$ cat src/rtl/max_pool_acc.sv
// Streaming per-channel max pooling over windows of K samples, with an
// early-close flush and a single-entry result hold stage.
module max_pool_acc #(
  parameter int N      = 16,
  parameter int C      = 4,
  parameter int K      = 4,
  parameter int SIGNED = 1
) (
  input  logic           clk,
  input  logic           master_rst,
  input  logic           in_valid,
  output logic           in_ready,
  input  logic [C*N-1:0] in_data,
  input  logic           flush,
  output logic           out_valid,
  input  logic           out_ready,
  output logic [C*N-1:0] out_data,
  output logic [7:0]     out_count
);

  typedef enum logic {ACC, HOLD} state_e;

  state_e         state_q, state_d;
  logic [7:0]     count_q, count_d;
  logic [C*N-1:0] acc_q, acc_d;
  logic [C*N-1:0] merged;
  logic [7:0]     count_inc;
  logic           accept;

  function automatic logic [N-1:0] lane_max(input logic [N-1:0] cur,
                                            input logic [N-1:0] smp);
    logic gt;
    if (SIGNED != 0) gt = $signed(smp) > $signed(cur);
    else             gt = smp > cur;
    return gt ? smp : cur;
  endfunction

  assign accept    = in_valid && in_ready;
  assign count_inc = count_q + 8'd1;

  always_comb begin
    merged = '0;
    for (int c = 0; c < C; c++)
      merged[c*N +: N] = lane_max(acc_q[c*N +: N], in_data[c*N +: N]);
  end

  // NOTE: sequential state uses non-blocking assignments so every register
  // samples the pre-edge values, independent of statement order.
  always_ff @(posedge clk or posedge master_rst) begin
    if (master_rst) begin
      state_q <= ACC;
      count_q <= '0;
      acc_q   <= '0;
    end else begin
      state_q <= state_d;
      count_q <= count_d;
      acc_q   <= acc_d;
    end
  end

  // A flush closes the window only if it holds at least one sample,
  // counting a sample accepted in the same cycle.
  always_comb begin
    state_d = state_q;
    case (state_q)
      ACC: begin
        if ((accept && count_inc == 8'(K)) ||
            (flush && (accept || count_q != '0)))
          state_d = HOLD;
      end
      HOLD: begin
        if (out_ready) state_d = ACC;
      end
      default: state_d = ACC;
    endcase
  end

  // NOTE: every combinational output gets a default first, so no path
  // leaves it unassigned and no latch is inferred.
  always_comb begin
    count_d = count_q;
    acc_d   = acc_q;
    case (state_q)
      ACC: begin
        if (accept) begin
          acc_d   = (count_q == '0) ? in_data : merged;
          count_d = count_inc;
        end
      end
      HOLD: begin
        if (out_ready) begin
          if (accept) begin
            acc_d   = in_data;
            count_d = 8'd1;
          end else begin
            count_d = '0;
          end
        end
      end
      default: count_d = '0;
    endcase
  end

  always_comb begin
    in_ready  = (state_q == ACC) || out_ready;
    out_valid = (state_q == HOLD);
    out_data  = acc_q;
    out_count = count_q;
  end

endmodule
$ cat config.mk
export PLATFORM = sky130hd
export DESIGN_NAME = max_pool_acc
export DESIGN_NICKNAME = d
export VERILOG_FILES = /design/src/rtl/max_pool_acc.sv
export SDC_FILE = /design/constraint.sdc
export NUM_CORES = 1
export LEC_CHECK = 0
export ABC_AREA = 1
export BUFFER_PORTS_ARGS = -buffer_cell sky130_fd_sc_hd__buf_4
export CAP_MARGIN = 30
export CELL_PAD_IN_SITES_DETAIL_PLACEMENT = 1
export CELL_PAD_IN_SITES_GLOBAL_PLACEMENT = 1
export CORE_MARGIN = 2
export CORE_UTILIZATION = 39
export CTS_BUF_LIST = sky130_fd_sc_hd__clkbuf_4
export DETAILED_ROUTE_END_ITERATION = 8
export HOLD_SLACK_MARGIN = 0.06
export PLACE_DENSITY = 0.82
export SLEW_MARGIN = 20
export SYNTH_ARGS = -nofsm -noshare
export SYNTH_HDL_FRONTEND = slang
export SYNTH_SLANG_ARGS = --single-unit
$ cat constraint.sdc
create_clock -name clk -period 2.25 [get_ports clk]
set_input_delay 0.1125 -clock clk [delete_from_list [all_inputs] [get_ports clk]]
set_output_delay 0.1125 -clock clk [all_outputs]
set_load 0.01 [all_outputs]
==> metrics.md, run 1 <==
| Metric | Value |
|---|---|
| Status | finished clean |
| Die ar. | between 10,000 and 15,000 um^2 |
| Crit Path Max Fanout | 10 |
| Final worst slack | 0.170 ns |
| Cell family contributing the most delay on the critical path | simple AND/OR/NAND/NOR gates |
| Critical Path Start Type | register |
| Setup Viol. Count Final | 0 |
| HPWL after DPL | 11.4 mm |
| HP Class | in2async |
| Max Root-Sink Buffers | 2 |
| Crit path capture type | register |
| Most common cell after layout, fill and taps aside | nand2_1 |
| Synth cell types | 33 |
| First-pass GRT wire length | 28.1 mm |
| Critical path type | reg2reg |
| Core area | approximately 13,000 um^2 |
| Worst slew pin tran | 0.650 ns |
| Row count | 41 |
| 1st-pass router iterations | 4 |
| Overflow after GRT | 0 |
| Ant. Diodes | 0 |
| Synth warn | 0 |
| Clock Root Buffer | clkbuf_4 |
| Max-slew headroom | 56.6% |
| Ports | between 100 and 150 |
| Net Count, Synth | approximately 800 |
| Crit path largest cell delay | roughly 0.40 ns |
| Number of fill cells in the layout | approximately 1,600 |
| Worst path slowest cell | dfrtp_1 |
| DRC violations left | 0 |
| TritonCTS clock tree | built |
| Most used cell, CP | nand2_1 |
| Final Slew Violations | 0 |
| Num CTS Buffers | 9 |
| Gpl congestion | 0.835 |
| Maximum VDD drop | 0.544 mV |
| CP required | 2.58 ns |
| Per-cell routed wire length | 16.2 um |
| Sequential cell area fraction in the yosys report | 36.3% |
| Vias in the first global route | 5,696 |
| Post-Place Worst Slack | 0.137 ns |
| Worst-skew pair later-pin latency | approximately 0.44 ns |
| Register clock-pin slew on the reported worst setup and hold paths | ~0.12 ns |
| FMAX | roughly 480 MHz |
| Via-per-instance ratio | 4.99 |
| Pwr Density | 1170 nW/um^2 |
| Power Total | 8280 uW |
| Yosys reg bits | 73 |
| Pleak | 0.00395 uW |
| Syn_area_per_cell | 7.80 um^2 |
| Crit path time final | 2.08 ns |
| Starting density of the core | 39.9% |
| Bufs and invs on worst path | 3 |
| Routed WL | 16.8 mm |
| H-tree levels | 3 |
| DRT iter0 DRCs | 185 |
| Synthesized cell area | 5030 um^2 |
| Worst Skew | 0.0150 ns |
| Via Count | between 5,000 and 6,000 |
| Cells along the critical path | inv_1 > ha_1 > nand2_2 > inv_1 > a21oi_1 > nand3_1 > nand2_1 > nand2_1 > nand2_1 > nand2_1 > nand2_2 > nand2_4 > buf_4 > nand3_1 > nand2_1 |
| Largest net degree at the start of global routing | a little over 40 |
| Initial antenna violation count | 0 |
| Max cap viols | 0 |
| Final Cycle Share | 92.4% |
| Cells after Synth | 645 |
| Setup repair after global routing missed its margin | true |
| Final hold vios | 0 |
| Total track usage | 24.9% |
| Final nets | 997 |
| IO buf count | 142 |
| Share of cells above drive strength 1 | 24.2% |
| Die Height | 118 um |
| Die width | around 120 um |
| Clock sinks | 73 |
| Post-route ant nets | 0 |
| Worst path arrival time | 2.41 ns |
| Commonest non-fill, non-tap cells in the layout | nand2_1, buf_4, inv_1 |
| Synthesis-to-layout area growth | 41.3% |
-- metrics by stage --
stage	cell area, um^2	utilization, %	instances	hold slack, ns	setup TNS [ns]
after floorplan	5030	-	645	0.257	0
final	7110	56.3	1036	0.292	0
after global routing	7110	56.3	1036	0.341	-0.144
after CTS	7040	55.8	1032	0.280	0
after global placement	6260	49.6	950	0.223	0
after detailed placement	6260	49.6	950	0.234	0
-- cell type report --
| cell class | count | area [um^2] | share of cell area [%] |
|---|---|---|---|
| tap | 172 | 215 | 3.03 |
| clock buffer | 12 | 90.1 | 1.27 |
| sequential | 73 | 1830 | 25.7 |
| timing repair buffer | 220 | 1840 | 25.9 |
| inverter | 108 | 407 | 5.72 |
| multi-input combinational | 449 | 2720 | 38.3 |
| clock inverter | 2 | 7.51 | 0.106 |
-- worst reg2reg max path, delay by kind of cell (launching register included) --
kind,cells,cell delay (ns)
adders and majority gates,1,0.31
DFF,1,0.40
buffers and inverters,3,0.34
and+or+nand+nor,10,0.78
AOI/OAI and AO/OA,1,0.14
-- registers in the layout, summed over array words and instances, names as in the netlist --
name and count:
out_data 64, out_count 8, out_valid 1
-- synth_stat cells (all sizes together) --
library cell    n  area, um^2
inv           108         405
o22ai           5        31.3
buf            14         105
dfrtp          73        1830
a21o            1        7.51
nor2           17        95.1
a21boi          1        7.51
nor3            6        40.0
nand2         213         920
a21oi          23         115
nor4            1        12.5
xnor2           1        8.76
nor3b           1        7.51
nand4           9        56.3
o21bai          2        15.0
o21a            1        7.51
o21ai          13        65.1
nand3          83         420
clkbuf          1        3.75
o31ai           1        7.51
ha             67         838
xor2            4        35.0
-- where the power goes --
| group | leakage [uW] | switching, uW | internal, uW |
|---|---|---|---|
| combinational | 0.00298 | 2910 | 2150 |
| sequential | 0.000908 | 598 | 1910 |
| clock | 0.0000583 | 470 | 247 |
-- cell families after synthesis --
logic type,Yosys count,share of synthesized area (%)
XOR/XNOR,5,0.870
AO/OA/AOI/OAI,47,5.10
buffers and inverters,123,10.2
AND/OR/NAND/NOR,330,30.8
flip-flops,73,36.3
adder cells (fa/ha/maj),67,16.7
-- final timing paths --
| check | endpoint | cells after the start | slack (ns) | start |
|---|---|---|---|---|
| max | out_data[50]$_DFFE_PP0P_ | 15 | 0.17 | out_data[54]$_DFFE_PP0P_ |
| min in group clk | out_data[21]$_DFFE_PP0P_ | 4 | 0.45 | in_data[21] |
| min reg2reg | out_data[1]$_DFFE_PP0P_ | 2 | 0.52 | out_data[1]$_DFFE_PP0P_ |
| max in group asynchronous | out_data[51]$_DFFE_PP0P_ | 4 | 1.30 | master_rst |
| min | out_data[20]$_DFFE_PP0P_ | 3 | 0.29 | master_rst |
| max reg2reg | out_data[50]$_DFFE_PP0P_ | 15 | 0.17 | out_data[54]$_DFFE_PP0P_ |
-- repair_timing --
item | in CTS | in global routing
resized for setup | 0 | 5
endpoints found under the setup margin | 0 | 61
hold buffers | 68 | 0
setup buffers | 0 | 4
hold endpoints to repair | 100 | 0
-- per-layer routing --
layer	GRT usage, %	vias up	wire, um
li1	-	2487	-
met5	0	-	0
met4	8.28	0	236
met1	28.4	2532	6830
met2	46.1	134	8920
met3	5.18	20	772
No activity file was read; power rests on OpenSTA's default activity.
==> run 2: changes to the inputs <==
==> constraint.sdc (replaced) <==
create_clock -name clk -period 2.3 [get_ports clk]
set_input_delay 0.115 -clock clk [delete_from_list [all_inputs] [get_ports clk]]
set_output_delay 0.115 -clock clk [all_outputs]
set_load 0.01 [all_outputs]
==> run 2 against run 1 <==
  * Core utilization is 0.39 points higher
  * Design area is 0.69% higher
  * Largest power group unchanged
  * Clock-buffer cell count is 1 lower
  * Sequential power is 2% lower
  * Fmax is 4.2% lower
  * Sequential cell count stayed put
  * Critical path type unchanged
==> metrics.md, run 2 (same netlist as run 1, synthesis figures left out) <==
| Metric | Value |
|---|---|
| Number of fill cells in the layout | 1,593 |
| Register clock-pin slew on the reported worst setup and hold paths | 0.12 ns |
| Critical Path Start Type | register |
| Clock Root Buffer | clkbuf_4 |
| Row count | 41 |
| DRT iter0 DRCs | 219 |
| Dpl cells | 948 |
| First-pass GRT wire length | approximately 29 mm |
| Final hold vios | 0 |
| Worst path arrival time | 2.52 ns |
| Post-route cell area | 7160 um^2 |
| Placed Instance Area | 6260 um^2 |
| Share of cells above drive strength 1 | roughly a quarter |
| Die ar. | 13,800 um^2 |
| Worst Skew | 0.0171 ns |
| Die Height | 118 um |
| Routed WL | 17.0 mm |
| Crit path time final | 2.17 ns |
| Num CTS Buffers | 9 |
| Final Non-Filler Cells | between 1,000 and 1,500 |
| 1st-pass router iterations | 4 |
| Via Count | 5,191 |
| Final Cycle Share | 94.4% |
| Cell family contributing the most delay on the critical path | buffers and inverters |
| TritonCTS clock tree | built |
| Pwr Density | 1160 nW/um^2 |
| Ports | 143 |
| Final Slew Violations | 0 |
| Max cap viols | 0 |
| Initial antenna violation count | 0 |
| Crit path capture type | register |
| Synthesis-to-layout area growth | 42.2% |
| Total track usage | 25.5% |
| Starting density of the core | about two fifths |
| Status | finished clean |
| CP required | 2.65 ns |
| Post-Place Worst Slack | 0.135 ns |
| Commonest non-fill, non-tap cells in the layout | nand2_1, buf_4, inv_1 |
| Worst-skew pair later-pin latency | 0.46 ns |
| Via-per-instance ratio | 5.01 |
| IO buf count | 142 |
| Footprint of the multi-input gates | between 2000 and 3000 um^2 |
| Setup TNS Final | 0 ns |
| Core area | 12,600 um^2 |
| Storage cell area | 1830 um^2 |
| Pleak | about 0.0040 uW |
| Most common cell after layout, fill and taps aside | nand2_1 |
| Reg2Reg Setup Slack | 0.13 ns |
| Ant. Diodes | 0 |
| FMAX | 461 MHz |
| Post-route ant nets | 0 |
| Maximum VDD drop | 0.518 mV |
| DRC violations left | 0 |
| Max-slew headroom | 63.0% |
| Gpl congestion | 0.808 |
| Max reg flops | 64 |
| Setup Viol. Count Final | 0 |
| Bufs and invs on worst path | 2 |
| Final nets | roughly 1,000 |
| Overflow after GRT | 0 |
| Max Root-Sink Buffers | 2 |
| Largest net degree at the start of global routing | 50 |
| Final worst slack | 0.130 ns |
| Worst path slowest cell | dlygate4sd3_1 |
| Cells along the critical path | inv_1 > ha_1 > nand4_1 > nor4_4 > o21ai_0 > a21oi_1 > dlygate4sd3_1 > a21boi_1 |
| Vias in the first global route | slightly below 6,000 |
| HPWL after DPL | between 10 and 15 mm |
| Critical path type | reg2reg |
| Per-cell routed wire length | roughly 16 um |
| HP Class | in2async |
| H-tree levels | 3 |
| Clock sinks | 73 |
| Worst slew pin tran | 0.555 ns |
| Die width | 118 um |
| Crit path largest cell delay | 0.55 ns |
| Crit Path Max Fanout | 5 |
run 2: report_power, final:
| part | total, uW | switching (uW) | internal [uW] |
|---|---|---|---|
| Clock | 835 | 491 | 344 |
| Combinational | 4990 | 2880 | 2110 |
| Sequential | 2460 | 600 | 1860 |
run 2: layer usage:
metal  track usage (%)  routed length [um]  vias up
met2              46.6                8800      149
met5                 0                   0        -
met4              8.58                 329        0
met1              30.1                7090     2530
met3              4.65                 777       24
li1                  -                   -     2488
run 2: cell type report:
type / instances / area share, %
multi-input combinational: 449 / 38.2
tap: 172 / 3.01
sequential: 73 / 25.5
clock inverter: 5 / 0.647
timing repair buffer: 219 / 25.8
clock buffer: 11 / 1.15
inverter: 108 / 5.68
run 2: through the flow:
stage / total power (uW) / hold slack (ns) / utilization [%]
after floorplan: 5260 / 0.260 / -
after global placement: 6830 / 0.150 / 49.6
after detailed placement: 7130 / 0.164 / 49.6
after CTS: 8110 / 0.190 / 56.1
after global routing: 9080 / 0.244 / 56.7
final: 8290 / 0.238 / 56.7
run 2: final timing paths:
check	startpoint	to	cells after the start
max in group asynchronous	master_rst	out_data[4]$_DFFE_PP0P_	4
min in group clk	in_data[25]	out_data[25]$_DFFE_PP0P_	4
hold reg to reg	out_data[3]$_DFFE_PP0P_	out_data[3]$_DFFE_PP0P_	2
setup reg to reg	out_count[1]$_DFFE_PP0P_	out_valid$_DFF_PP0_	8
setup / recovery	out_count[1]$_DFFE_PP0P_	out_valid$_DFF_PP0_	8
hold / removal	master_rst	out_data[32]$_DFFE_PP0P_	3
run 2: repair_timing:
action,in CTS,in global routing
setup endpoints to repair,0,49
gates resized for setup,0,7
buffers inserted,0,4
hold endpoints to repair,91,0
hold buffers,69,0
run 2: worst register-to-register path, cell delays in order (launching register included):
cell and delay, ns:
dfrtp_1 0.47, inv_1 0.12, ha_1 0.15, nand4_1 0.14, nor4_4 0.25, o21ai_0 0.17, a21oi_1 0.14, dlygate4sd3_1 0.55
a21boi_1 0.07
==> run 3: changes to the inputs <==
==> constraint.sdc (replaced) <==
create_clock -name clk -period 2.3 [get_ports clk]
set_input_delay 0.69 -clock clk [delete_from_list [all_inputs] [get_ports clk]]
set_output_delay 0.69 -clock clk [all_outputs]
set_load 0.01 [all_outputs]
==> run 3 against run 2 <==
  * Core utilization decreased by 5.2 points
  * Sequential power hardly changed
  * Power down 2.9%
  * Non-clock buffer count decreased by 60
  * Hold slack better by 0.060 ns
==> metrics.md, run 3 (same netlist as run 1, synthesis figures left out) <==
| Metric | Value |
|---|---|
| Placed Instance Area | 6360 um^2 |
| Largest net degree at the start of global routing | 35 |
| Maximum VDD drop | 0.590 mV |
| DRT iter0 DRCs | 185 |
| Worst Skew | 0.0158 ns |
| Final Cycle Share | between 80% and 90% |
| Setup TNS Final | 0 ns |
| Post CTS Setup Buffer Count | 0 |
| GRT Max-Usage Layer | met2 |
| CP required | 1.61 ns |
| Core area | 12,600 um^2 |
| Setup repair after global routing missed its margin | false |
| GR Layer Usage met2 | 39.0% |
| HP Class | in2async |
| Via-per-instance ratio | roughly 4.9 |
| Storage cell area | 1830 um^2 |
| Die width | 118 um |
| Final Slew Violations | 0 |
| Status | finished clean |
| TritonCTS clock tree | built |
| Max cap viols | 0 |
| Number of fill cells in the layout | 1,610 |
| Crit path capture type | output port |
| Overflow after GRT | 0 |
| Most common cell after layout, fill and taps aside | nand2_1 |
| Row count | between 40 and 50 |
| DRC violations left | 0 |
| Worst-skew pair later-pin latency | 0.45 ns |
| Max reg flops | 64 |
| Initial antenna violation count | 0 |
| HPWL after DPL | 11.5 mm |
| Via Count | 4,798 |
| Final nets | 936 |
| Cts repair resizes | 0 |
| Share of cells above drive strength 1 | roughly 27% |
| Global routing usage on met3 | 5.57% |
| # hold bufs at CTS | 0 |
| Setup Viol. Count Final | 0 |
| Worst path arrival time | roughly 1.3 ns |
| Starting density of the core | between 30% and 40% |
| Gpl congestion | 0.826 |
| FMAX | 498 MHz |
| Crit path time final | 2.01 ns |
| Ant. Diodes | 0 |
| Footprint of the multi-input gates | 2690 um^2 |
| Ports | 143 |
| 1st-pass router iterations | 4 |
| H-tree levels | 3 |
| Max-slew headroom | approximately three fifths |
| Critical path type | reg2out |
| Max Root-Sink Buffers | 2 |
| Clock sinks | 73 |
| Total track usage | 22.1% |
| Vias in the first global route | ~5,300 |
| First-pass GRT wire length | 25.1 mm |
| Die ar. | 13,800 um^2 |
| Die Height | 118 um |
| Critical Path Start Type | register |
| Register clock-pin slew on the reported worst setup and hold paths | 0.13 ns |
| Power Total | approximately 8000 uW |
| Pwr Density | between 1000 and 1500 nW/um^2 |
| Pleak | 0.00371 uW |
| Met1 usage | 26.6% |
| Worst slew pin tran | 0.588 ns |
| Final Util | 51.5% |
| Post-route ant nets | 0 |
| IO buf count | 142 |
| Num CTS Buffers | 9 |
| Commonest non-fill, non-tap cells in the layout | nand2_1, buf_4, inv_1 |
| Crit Path Max Fanout | 6 |
| Per-cell routed wire length | 14.8 um |
| Routed WL | 14.5 mm |
| Post-route cell area | 6490 um^2 |
| Synthesis-to-layout area growth | 29.1% |
| Final hold vios | 0 |
| Clock Root Buffer | clkbuf_4 |
run 3: worst paths after layout:
path	from	end	slack, ns	cells after the start
setup / recovery	out_valid$_DFF_PP0_	in_ready	0.29	4
hold / removal	master_rst	out_data[55]$_DFFE_PP0P_	0.30	2
setup reg to reg	out_data[23]$_DFFE_PP0P_	out_data[28]$_DFFE_PP0P_	0.29	15
hold reg to reg	out_data[4]$_DFFE_PP0P_	out_data[4]$_DFFE_PP0P_	0.51	2
max in group asynchronous	master_rst	out_data[45]$_DFFE_PP0P_	1.37	3
min in group clk	in_data[20]	out_data[20]$_DFFE_PP0P_	0.47	3
run 3: layer usage:
metal / part of all wire [%] / up-vias
li1: - / 2378
met2: 50 / 104
met5: 0 / -
met1: 43 / 2301
met3: 6.0 / 15
met4: 1.3 / 0
run 3: cell type report:
class	instances	area share (%)
well taps	172	3.31
multi-input cells	449	41.4
repair buffers	159	18.8
flip-flops and latches	73	28.1
clock inverters	4	0.674
inverters	108	6.30
clock buffers	12	1.39
run 3: where the power goes:
part           switching (uW)  leakage, uW  internal (uW)
clock network             474    0.0000787            362
logic                    2690      0.00273           2080
registers                 575     0.000908           1860
run 3: per-stage QoR:
step | setup WS, ns | hold slack (ns) | cells
2_1_floorplan | 0.213 | 0.523 | 645
3_3_place_gp | -0.000611 | 0.482 | 961
3_5_place_dp | -0.0830 | 0.487 | 961
4_1_cts | 0.249 | 0.295 | 977
5_1_grt | 0.0469 | 0.308 | 977
6_report | 0.290 | 0.298 | 977
run 3: worst max-delay path, stage by stage (launching register included):
cell	delay, ns
dfrtp_1	0.51
inv_2	0.09
nor2_2	0.10
inv_1	0.05
buf_4	0.13
